--- config.mk ---
export PLATFORM = sky130hd
export DESIGN_NAME = branch_predictor
export DESIGN_NICKNAME = d
export VERILOG_FILES = /design/src/rtl/branch_predictor.sv
export SDC_FILE = /design/constraint.sdc
export NUM_CORES = 1
export LEC_CHECK = 0
export CAP_MARGIN = 20
export CORE_UTILIZATION = 60
export CTS_BUF_LIST = sky130_fd_sc_hd__clkbuf_8
export DETAILED_ROUTE_END_ITERATION = 6
export PLACE_DENSITY = 0.81
export RECOVER_POWER = 100
export SYNTH_ARGS = -nofsm -noshare
export SYNTH_HDL_FRONTEND = slang
export SYNTH_SLANG_ARGS = --single-unit
--- constraint.sdc ---
create_clock -name clk -period 6.1 [get_ports clk]
set_clock_uncertainty 0.2 [all_clocks]
set_input_delay 0.915 -clock clk [delete_from_list [all_inputs] [get_ports clk]]
set_output_delay 0.915 -clock clk [all_outputs]
set_load 0.02 [all_outputs]
--- src/rtl/branch_predictor.sv ---
// Branch predictor: direct-mapped BTB with 2-bit counters, EX mispredict check,
// optional hit/total stats under macro BRANCH_PREDICTOR_STAT_EN.
// Ports: clk, rstn (sync, active-low), stall; IF lookup pc_IF ->
// pred_taken_IF/pred_pc_IF; EX resolve upd_* and pred_pc_EX ->
// mispredict_EX/correct_pc_EX; stats hit_cnt/tot_cnt (0 when macro undefined).
module branch_predictor #(
  parameter int ENTRIES = 16,
  parameter int XLEN    = 32
) (
  input  logic            clk,
  input  logic            rstn,
  input  logic            stall,
  input  logic [XLEN-1:0] pc_IF,
  output logic            pred_taken_IF,
  output logic [XLEN-1:0] pred_pc_IF,
  input  logic            upd_valid_EX,
  input  logic [XLEN-1:0] upd_pc_EX,
  input  logic            upd_taken_EX,
  input  logic [XLEN-1:0] upd_target_EX,
  input  logic [XLEN-1:0] pred_pc_EX,
  output logic            mispredict_EX,
  output logic [XLEN-1:0] correct_pc_EX,
  output logic [31:0]     hit_cnt,
  output logic [31:0]     tot_cnt
);

  localparam int IDX_W = $clog2(ENTRIES);
  localparam int TAG_W = XLEN - IDX_W - 2;

  logic             valid_q [ENTRIES];
  logic [TAG_W-1:0] tag_q   [ENTRIES];
  logic [XLEN-1:0]  tgt_q   [ENTRIES];
  logic [1:0]       ctr_q   [ENTRIES];

  logic [IDX_W-1:0] lk_idx;
  logic [TAG_W-1:0] lk_tag;
  logic             lk_hit;

  logic [IDX_W-1:0] up_idx;
  logic [TAG_W-1:0] up_tag;
  logic             up_hit;
  logic             up_en;
  logic [1:0]       ctr_d;
  logic [XLEN-1:0]  actual;

  assign lk_idx = pc_IF[IDX_W+1:2];
  assign lk_tag = pc_IF[XLEN-1:IDX_W+2];
  assign lk_hit = valid_q[lk_idx] && (tag_q[lk_idx] == lk_tag);

  assign pred_taken_IF = lk_hit && ctr_q[lk_idx][1];
  assign pred_pc_IF    = pred_taken_IF ? tgt_q[lk_idx]
                                       : pc_IF + XLEN'(4);

  assign actual        = upd_taken_EX ? upd_target_EX
                                      : upd_pc_EX + XLEN'(4);
  assign correct_pc_EX = actual;
  assign mispredict_EX = upd_valid_EX && (actual != pred_pc_EX);

  assign up_idx = upd_pc_EX[IDX_W+1:2];
  assign up_tag = upd_pc_EX[XLEN-1:IDX_W+2];
  assign up_hit = valid_q[up_idx] && (tag_q[up_idx] == up_tag);
  assign up_en  = upd_valid_EX && !stall;

  always_comb begin
    ctr_d = ctr_q[up_idx];
    if (!up_hit)
      ctr_d = 2'b10;
    else if (upd_taken_EX && ctr_q[up_idx] != 2'b11)
      ctr_d = ctr_q[up_idx] + 2'd1;
    else if (!upd_taken_EX && ctr_q[up_idx] != 2'b00)
      ctr_d = ctr_q[up_idx] - 2'd1;
  end

  always_ff @(posedge clk) begin
    if (!rstn) begin
      for (int i = 0; i < ENTRIES; i++) begin
        valid_q[i] <= 1'b0;
        ctr_q[i]   <= 2'b01;
      end
    end else if (up_en && (up_hit || upd_taken_EX)) begin
      // a not-taken miss leaves the entry alone
      valid_q[up_idx] <= 1'b1;
      tag_q[up_idx]   <= up_tag;
      ctr_q[up_idx]   <= ctr_d;
      if (upd_taken_EX)
        tgt_q[up_idx] <= upd_target_EX;
    end
  end

`ifdef BRANCH_PREDICTOR_STAT_EN
  logic [31:0] hit_cnt_q, hit_cnt_d;
  logic [31:0] tot_cnt_q, tot_cnt_d;

  always_comb begin
    hit_cnt_d = hit_cnt_q;
    tot_cnt_d = tot_cnt_q;
    if (up_en) begin
      tot_cnt_d = tot_cnt_q + 32'd1;
      if (!mispredict_EX)
        hit_cnt_d = hit_cnt_q + 32'd1;
    end
  end

  always_ff @(posedge clk) begin
    if (!rstn) begin
      hit_cnt_q <= '0;
      tot_cnt_q <= '0;
    end else begin
      hit_cnt_q <= hit_cnt_d;
      tot_cnt_q <= tot_cnt_d;
    end
  end

  assign hit_cnt = hit_cnt_q;
  assign tot_cnt = tot_cnt_q;
`else
  assign hit_cnt = 32'd0;
  assign tot_cnt = 32'd0;
`endif

endmodule

==> results.md, run 1 <==
Status:
- The flow ran to the end, but the final reports show violations.
- The checks that failed: max-capacitance violations, max-slew violations.

Job:
- The number of max-cap violations is 16.

Synth:
- The post-synthesis share of cell area spent on xor and xnor gates is 2.98%.
- The most used flip-flop cell after synthesis is sky130_fd_sc_hd__edfxtp_1.
- The compound-cell area share of the yosys netlist is 3.89%.
- In this run the biggest area consumer among cell types represents 63.4% of the synthesized area.
- In this run, synthesis produced a sequential element count of 976.
- Summing every instance area after synthesis gives 45500 µm².
- The sequential fraction of the synthesis area is 64.1%.
- The count of synthesis-stage warnings from yosys is 0.
- After synthesis, the share of flip-flops with an asynchronous set or reset is 0%.
- In the post-synthesis netlist, the biggest area contributors are sky130_fd_sc_hd__edfxtp_1, sky130_fd_sc_hd__mux4_2, sky130_fd_sc_hd__mux2i_1.
- The most area-hungry cell type in the Yosys netlist is sky130_fd_sc_hd__edfxtp_1.
- The mean post-synth cell area is 17.5 µm².
- The count of cell types in the netlist is 88.
- The mux contribution to synthesized area is 21.1%.
- The post-synthesis share of cell area spent on full adders, half adders and majority gates is 0.192%.
- Yosys mapped a number of flops with a built-in enable equal to 960.
- The post-synthesis cell count is 2593.
- The combinational family with the most area after synthesis is multiplexers.
- Of the total synthesized cell area, the portion taken by AND, OR, NAND and NOR gates is 4.34%.

Route:
- After detailed routing, the number of vias per cell comes to 7.01.
- The routed design has 139 mm of wire.
- The number of DRC markers in iteration 0 is 4267.
- After detailed routing, the number of remaining DRC violations is 0.
- The first TritonRoute pass finished after 6 iterations.
- The total via count in the routed design is 28.2k.
- In this run the remaining antenna-violating nets after routing total 0.
- The detail-routed net length per standard cell is 34.6 µm.

Placement:
- The global placement routability congestion is 0.971.
- After detailed placement, the design holds a cell count of 3750.
- The cell area reported after detailed placement is 49400 µm².
- Summed over all nets, the half-perimeter wirelength after detailed placement is 91.8 mm.
- The total of buffers placed on input and output ports is 198.

Global route:
- In the global route stage, overall resource usage came out at 36.6%.
- The number of antenna violations at the first check in global routing is 7.
- The largest net degree at the start of global routing is 64.
- The global-route wire length before repair is 197 mm.
- The number of global-route vias before repair is 28.0k.
- The aggregate global routing overflow is 0.

Critical path:
- The maximum fanout along the worst path is 23.
- The critical path endpoint category is an output pin.
- In this run the register-to-register setup slack is 1.05 ns.
- The endpoint required time on the critical path is 4.98 ns.
- The data arrival time of the critical path is 4.90 ns.
- STA classifies the critical path startpoint as a primary input.
- By startpoint and endpoint, the worst setup path is classified as primary input to output pin.

CTS:
- TritonCTS built the clock tree.
- The number of buffers created by CTS is 152.
- The clock passes through at most 3 buffers.
- At the later pin of the worst-skew pair, clock insertion delay measures 0.83 ns.
- The buffers inserted during post-CTS setup optimization is 0.
- The cell sitting at the root of the clock tree is a sky130_fd_sc_hd__clkbuf_8.
- The H-tree was split into 4 levels.
- Clock-pin slew was measured on the worst setup and hold paths at 0.06 ns.
- The number of clock sinks is 976.

Power and ir drop:
- The leakage power figure is 17.0 nW.
- Across the VDD grid, the largest voltage drop is 206 µV.
- The power density of the placed cells is 274 nW/µm².
- The total power is 14.1 mW.

Timing:
- Based on the critical path, the design can be clocked at up to 166 MHz.
- The final critical path takes up 98.6% of the cycle.
- The final count of hold timing violations was 0.
- The post-route setup TNS is 0 ns.
- The number of endpoints failing setup at the final stage is 0.
- Counting I/O delays and the setup requirement, the final critical path takes 6.01 ns.
- The worst pin sits at a relative slew slack of -130%.
- The number of max-slew violations in the final report is 480.
- Setup repair after global routing left no endpoint under its margin.
- The slew at the pin with the worst max-slew slack is 3.45 ns.

Final layout:
- From synthesis to final layout, the design area changed by 13.7%.
- The finished layout holds 4022 standard cells, fillers aside.
- In the final design database the tool counted 3077 nets.
- The area of all placed cells without fillers is 51700 µm².
- Counting the fill cells in the layout gives 4773.
- The fraction of layout cells with a size suffix above 1 is 24.3%.
- The fraction of the core area covered by cells at the end of the flow is 69.2%.

Die:
- The die covers 76900 µm².
- The floorplan die width is 277 µm.
- The initialized floorplan defines 100 standard-cell rows.
- The height of the chip is 277 µm.
- 263 I/O pins were placed.
- The initial utilization of the core area, before any placement, comes to 60.9%.
- The core region is 74700 µm².

Min path:
- The min-delay analysis places its worst path in the category flop to flop.
## cell type report
| class | count | area (µm²) | area share, % |
|---|---|---|---|
| tap | 969 | 1210 | 2.34 |
| multi-input combinational | 1403 | 15100 | 29.3 |
| clock buffer | 154 | 2120 | 4.10 |
| sequential | 976 | 29100 | 56.4 |
| inverter | 35 | 131 | 0.254 |
| timing repair buffer | 369 | 3220 | 6.22 |
| clock inverter | 109 | 737 | 1.43 |
| antenna | 7 | 17.5 | 0.0339 |
## per-layer routing
metal | up-vias | routed length (µm) | global-route usage [%]
met5 | - | 41 | 0
met4 | 6 | 6610 | 15.9
met3 | 410 | 18600 | 9.81
met2 | 2402 | 65600 | 57.0
met1 | 14300 | 48300 | 48.9
li1 | 11100 | - | -
## synthesized netlist by cell type (all sizes together) (8+ instances only)
| library cell | count |
|---|---|
| nand2 | 128 |
| inv | 35 |
| a22o | 15 |
| o32ai | 8 |
| mux2i | 140 |
| a31oi | 13 |
| mux4 | 343 |
| xor2 | 52 |
| a22oi | 19 |
| nand3 | 63 |
| clkbuf | 83 |
| o211ai | 11 |
| and3 | 11 |
| nor4 | 15 |
| xnor2 | 103 |
| nor3 | 16 |
| nand4 | 23 |
| a221oi | 11 |
| buf | 159 |
| mux2 | 41 |
| dfxtp | 16 |
| o21ai | 79 |
| nor2b | 11 |
| and2 | 8 |
| a21oi | 33 |
| nor2 | 94 |
| edfxtp | 960 |
## cells by family after synthesis
family | count (synthesis)
AOI/OAI and AO/OA | 253
xor gates and xnor gates | 155
adders and majority gates | 7
buffers and inverters | 277
DFF | 976
muxes | 524
other | 1
and+or+nand+nor | 400
## registers in the layout (all words and copies together), names as in the netlist
| name | count |
|---|---|
| tgt_q | 512 |
| tag_q | 416 |
| ctr_q | 32 |
| valid_q | 16 |
## critical path, cell delays in order
cell and delay, ns:
sky130_fd_sc_hd__dlygate4sd3_1 0.73, sky130_fd_sc_hd__clkbuf_1 0.99, sky130_fd_sc_hd__inv_1 0.39, sky130_fd_sc_hd__o32ai_1 0.41, sky130_fd_sc_hd__a2111oi_1 0.10, sky130_fd_sc_hd__a41oi_1 0.51
sky130_fd_sc_hd__o41a_1 0.25, sky130_fd_sc_hd__clkdlybuf4s50_1 0.60
## worst paths after layout
| check | endpoint | startpoint | cells past startpoint |
|---|---|---|---|
| max | mispredict_EX | upd_pc_EX[17] | 8 |
| min | valid_q[2] | valid_q[2] | 2 |
| max reg2reg | tag_q[10][12] | tag_q[8][8] | 11 |
| min reg2reg | valid_q[2] | valid_q[2] | 2 |
## through the flow
stage          hold slack [ns]  worst slack, ns
2_1_floorplan            0.238            0.917
3_3_place_gp             0.257            0.170
3_5_place_dp             0.268            0.223
4_1_cts                  0.282            0.200
5_1_grt                  0.308          0.00451
6_report                 0.285           0.0871
## placed cells by master (no fill, tap or decap), types with 15 or more instances in the layout
cell / count
sky130_fd_sc_hd__conb_1: 64
sky130_fd_sc_hd__nand2_1: 126
sky130_fd_sc_hd__clkdlybuf4s50_1: 106
sky130_fd_sc_hd__xnor2_1: 103
sky130_fd_sc_hd__clkbuf_8: 155
sky130_fd_sc_hd__a21oi_1: 33
sky130_fd_sc_hd__mux2_2: 39
sky130_fd_sc_hd__dlygate4sd3_1: 83
sky130_fd_sc_hd__mux2i_1: 140
sky130_fd_sc_hd__nor3_1: 15
sky130_fd_sc_hd__nor2_1: 77
sky130_fd_sc_hd__mux4_2: 341
sky130_fd_sc_hd__o21ai_0: 77
sky130_fd_sc_hd__clkinv_2: 17
sky130_fd_sc_hd__clkbuf_1: 50
sky130_fd_sc_hd__nand4_1: 22
sky130_fd_sc_hd__xor2_1: 52
sky130_fd_sc_hd__dfxtp_1: 16
sky130_fd_sc_hd__nor2_4: 16
sky130_fd_sc_hd__clkinv_1: 34
sky130_fd_sc_hd__edfxtp_1: 960
sky130_fd_sc_hd__a22oi_1: 19
sky130_fd_sc_hd__nand3_1: 62
sky130_fd_sc_hd__inv_1: 69
sky130_fd_sc_hd__a22o_1: 15
sky130_fd_sc_hd__buf_4: 93
## repair_timing
action	4_1_cts	5_1_grt
resized for setup	0	2
setup endpoints to repair	0	16
hold buffers	0	0
hold endpoints to repair	0	0
## where the power goes
part           internal, mW  switching, mW  total [mW]
clock                  2.65           2.65        5.30
combinational         0.562          0.867        1.43
sequential             7.40         0.0147        7.42
No activity file was read; power rests on OpenSTA's default activity.
==> run 2, diff against run 1 <==
==> constraint.sdc (replaced) <==
create_clock -name clk -period 6.6 [get_ports clk]
set_clock_uncertainty 0.2 [all_clocks]
set_input_delay 0.99 -clock clk [delete_from_list [all_inputs] [get_ports clk]]
set_output_delay 0.99 -clock clk [all_outputs]
set_load 0.02 [all_outputs]
==> run 2 against run 1 <==
The flow still finishes with violations (max-capacitance violations, max-slew violations); routed wire length down 2.4%; total power is 7.6% lower; register-to-register slack gained 0.30 ns; final cell count shrank 0.20%; worst setup slack better by 0.031 ns; utilization shrank 0.39 points; via count about the same; clock power decreased by 7.2%; non-clock buffer count down 21; die area is the same; critical path depth increased by 3; largest cell class unchanged.
==> results.md, run 2 (synthesized netlist as in run 1, its figures left out) <==
Critical path:
- The critical-path cell with the highest stage delay is sky130_fd_sc_hd__dlygate4sd3_1.
- The worst setup path is launched from a primary input.
- The number of buffers and inverters on the critical path is 2 (-2).
- The maximum single-stage delay on the critical path was 0.73 ns (-0.26 ns).
- The endpoint identified for the worst register-to-register timing path is tag_q[12][22].
- The critical path is of the primary input to output pin type.
- The endpoint required time on the critical path was 5.41 ns (+0.43 ns).
- Walking the worst path, the cells encountered are dlygate4sd3_1 > and4_1 > nand3_1 > nor4_4 > nand4_1 > xnor2_1 > o21ai_1 > a2111oi_0 > a41oi_1 > o41a_1 > clkdlybuf4s50_1.
- The depth of the worst register-to-register path is 11 (unchanged).
- The worst setup path is captured at an output pin.
- The startpoint identified for the worst register-to-register timing path is tag_q[12][17].
- The maximum fanout along the worst path is 7 (-70%).
- The cell class contributing the biggest share of worst-path delay is simple AND/OR/NAND/NOR gates.
- The data arrival time of the critical path is 5.29 ns (+0.39 ns).
- The setup slack on the worst flop-to-flop path was 1.35 ns (+0.30 ns).

Route:
- The number of iterations in the first detailed-routing pass was 6 (unchanged).
- The DRC violations left came to 0 (unchanged).
- The via count normalized by instance count is 7.02 (+0.15%).
- The number of nets still failing antenna checks after routing is 0 (unchanged).
- The routed wire length is 136 mm (-2.4%).
- The number of DRC markers in iteration 0 was 4860 (+14%).
- The detail-routed net length per standard cell is 33.8 µm (-2.2%).
- The total via count in the routed design came to 28.2k (-0.046%).

Final layout:
- The net count of the finished layout is 3058 (-0.62%).
- The flip-flop count of the largest register after layout came to 512 (unchanged).
- The fraction of the core area covered by cells at the end of the flow is 68.8% (-0.39 points).
- The final cell count without fillers is 4014 (-0.20%).
- The count of filler cells inserted in the layout is 4609 (-3.4%).
- The leading cell type in the layout, fill and taps excluded is sky130_fd_sc_hd__edfxtp_1.
- The area growth from synthesis to layout is 13.0%.
- The fraction of layout cells with a size suffix above 1 is 23.2% (-1.1 points).
- In the layout the commonest cells are sky130_fd_sc_hd__edfxtp_1, sky130_fd_sc_hd__mux4_2, sky130_fd_sc_hd__clkbuf_8, sky130_fd_sc_hd__mux2i_1, sky130_fd_sc_hd__nand2_1.
- The largest registers in the layout are tgt_q: 512 flops, tag_q: 416 flops, ctr_q: 32 flops.
- The area of all placed cells without fillers was 51400 µm² (-0.56%).
- tgt_q holds more flip-flops than any other register.

Global route:
- The global-route wire length before repair is 193 mm (-2.0%).
- The number of antenna violations at the first check in global routing is 15 (+8).
- The number of global-route vias before repair is 27.9k (-0.66%).
- The largest net degree at the start of global routing is 62 (-3.1%).
- The global routing usage summed across all routing layers came to 35.6% (-0.95 points).
- The aggregate global routing overflow is 0 (unchanged).

CTS:
- The master cell of the clock root buffer is sky130_fd_sc_hd__clkbuf_8.
- The cts-stage hold buffer count was 0 (unchanged).
- The CTS tree is yes.
- The number of gates given a new drive strength after cts is 0 (unchanged).
- The number of buffers created by CTS is 154 (+1.3%).
- The insertion delay of the later-clocked pin in the worst-skew pair is 0.82 ns (about the same).
- The count of H-tree levels built during CTS was 4 (unchanged).
- The clock transition at the registers of the reported paths is 0.06 ns (about the same).
- The maximum clock path buffer count is 3 (unchanged).
- The buffers inserted during post-CTS setup optimization was 0 (unchanged).
- The number of clock sinks is 976 (unchanged).

Min path:
- The worst hold path cell count is 2 (unchanged).
- The startpoint identified for the worst hold timing path is valid_q[6].
- The classification of the worst-slack hold path is flop to flop.
- The worst hold path terminates at valid_q[6].

Power and ir drop:
- The largest voltage drop on the vdd net is 256 µV (+24%).
- The leakage power figure is 16.9 nW (-0.48%).
- The power density of the placed cells came to 254 nW/µm² (-7.1%).

Status:
- The checks that failed: max-capacitance violations, max-slew violations.
- The run finished, with violations left.

Die:
- The floorplan row count came to 100 (unchanged).
- The height of the chip is 277 µm (unchanged).
- The area of the die is 76900 µm² (unchanged).
- The core outline area is 74700 µm² (unchanged).
- The effective utilization at floorplan is 60.9% (unchanged).
- The floorplan die width is 277 µm (unchanged).
- The I/O pin count is 263 (unchanged).

Placement:
- The detailed-placement wirelength estimate is 90.9 mm (-0.97%).
- The total of buffers placed on input and output ports is 198 (unchanged).
- The global placement routability congestion is 1.01 (+3.6%).
- The number of cells in the design after placement came to 3731 (-0.51%).
- The cell area reported after detailed placement is 49200 µm² (-0.47%).

Timing:
- The worst slew margin relative to its limit is -112% (+18 points).
- The final critical path takes up 98.2% of the cycle.
- The maximum clock rate is 154 MHz.
- The number of max-slew violations in the final report is 268 (-44%).
- The number of endpoints failing setup at the final stage came to 0 (unchanged).
- The final count of hold timing violations was 0 (unchanged).
- The post-route setup TNS is 0 ns (unchanged).
- The worst path needs 6.48 ns of the cycle, external delays included.
- Setup repair after global routing left no endpoint under its margin.
- The slew at the pin with the worst max-slew slack came to 3.18 ns (-0.267 ns).

Job:
- The number of max-cap violations is 13 (-3).
==> run 2: how the worst max path moves through the flow <==
stage | depth (start not counted) | from | slack (ns) | to
floorplan | 10 | pc_IF[2] | 1.27 | pred_pc_IF[10]
global placement | 11 | upd_pc_EX[14] | 0.25 | mispredict_EX
detailed placement | 12 | upd_target_EX[2] | 0.36 | mispredict_EX
CTS | 11 | upd_pc_EX[14] | 0.32 | mispredict_EX
global route | 12 | pc_IF[3] | 0.09 | pred_pc_IF[31]
finish | 11 | upd_pc_EX[14] | 0.12 | mispredict_EX
==> run 2: area by class of cell <==
type	instances	area, µm²	area share [%]
repair buffers	348	2930	5.70
diodes	10	25.0	0.0487
clock buffers	154	2120	4.12
flip-flops and latches	976	29100	56.7
inverters	35	131	0.255
well taps	969	1210	2.36
clock inverters	119	802	1.56
multi-input cells	1403	15100	29.3
==> run 2: layer usage <==
| layer | vias up | wire length, µm | track usage [%] |
|---|---|---|---|
| li1 | 11100 | - | - |
| met1 | 14300 | 47400 | 48.2 |
| met2 | 2397 | 62800 | 54.4 |
| met3 | 415 | 18900 | 9.69 |
| met4 | 14 | 6670 | 16.3 |
| met5 | - | 118 | 0 |
==> run 2: report_power, final <==
part / internal [mW] / switching, mW
clock network: 2.50 / 2.42
logic: 0.502 / 0.792
registers: 6.84 / 0.0133
total: 9.84 / 3.22
==> run 2: worst min-delay path: cells and delay by family, from the launching register on <==
kind	cells	cell delay, ns
compound gates	1	0.06
flops	1	0.32
simple gates	1	0.05
==> run 2: stage by stage <==
| stage | power [mW] | hold WS, ns | setup WS (ns) |
|---|---|---|---|
| after floorplan | 7.75 | 0.238 | 1.27 |
| after global placement | 8.25 | 0.257 | 0.248 |
| after detailed placement | 8.28 | 0.269 | 0.358 |
| after CTS | 13.1 | 0.282 | 0.319 |
| after global routing | 13.4 | 0.306 | 0.0943 |
| final | 13.1 | 0.287 | 0.118 |
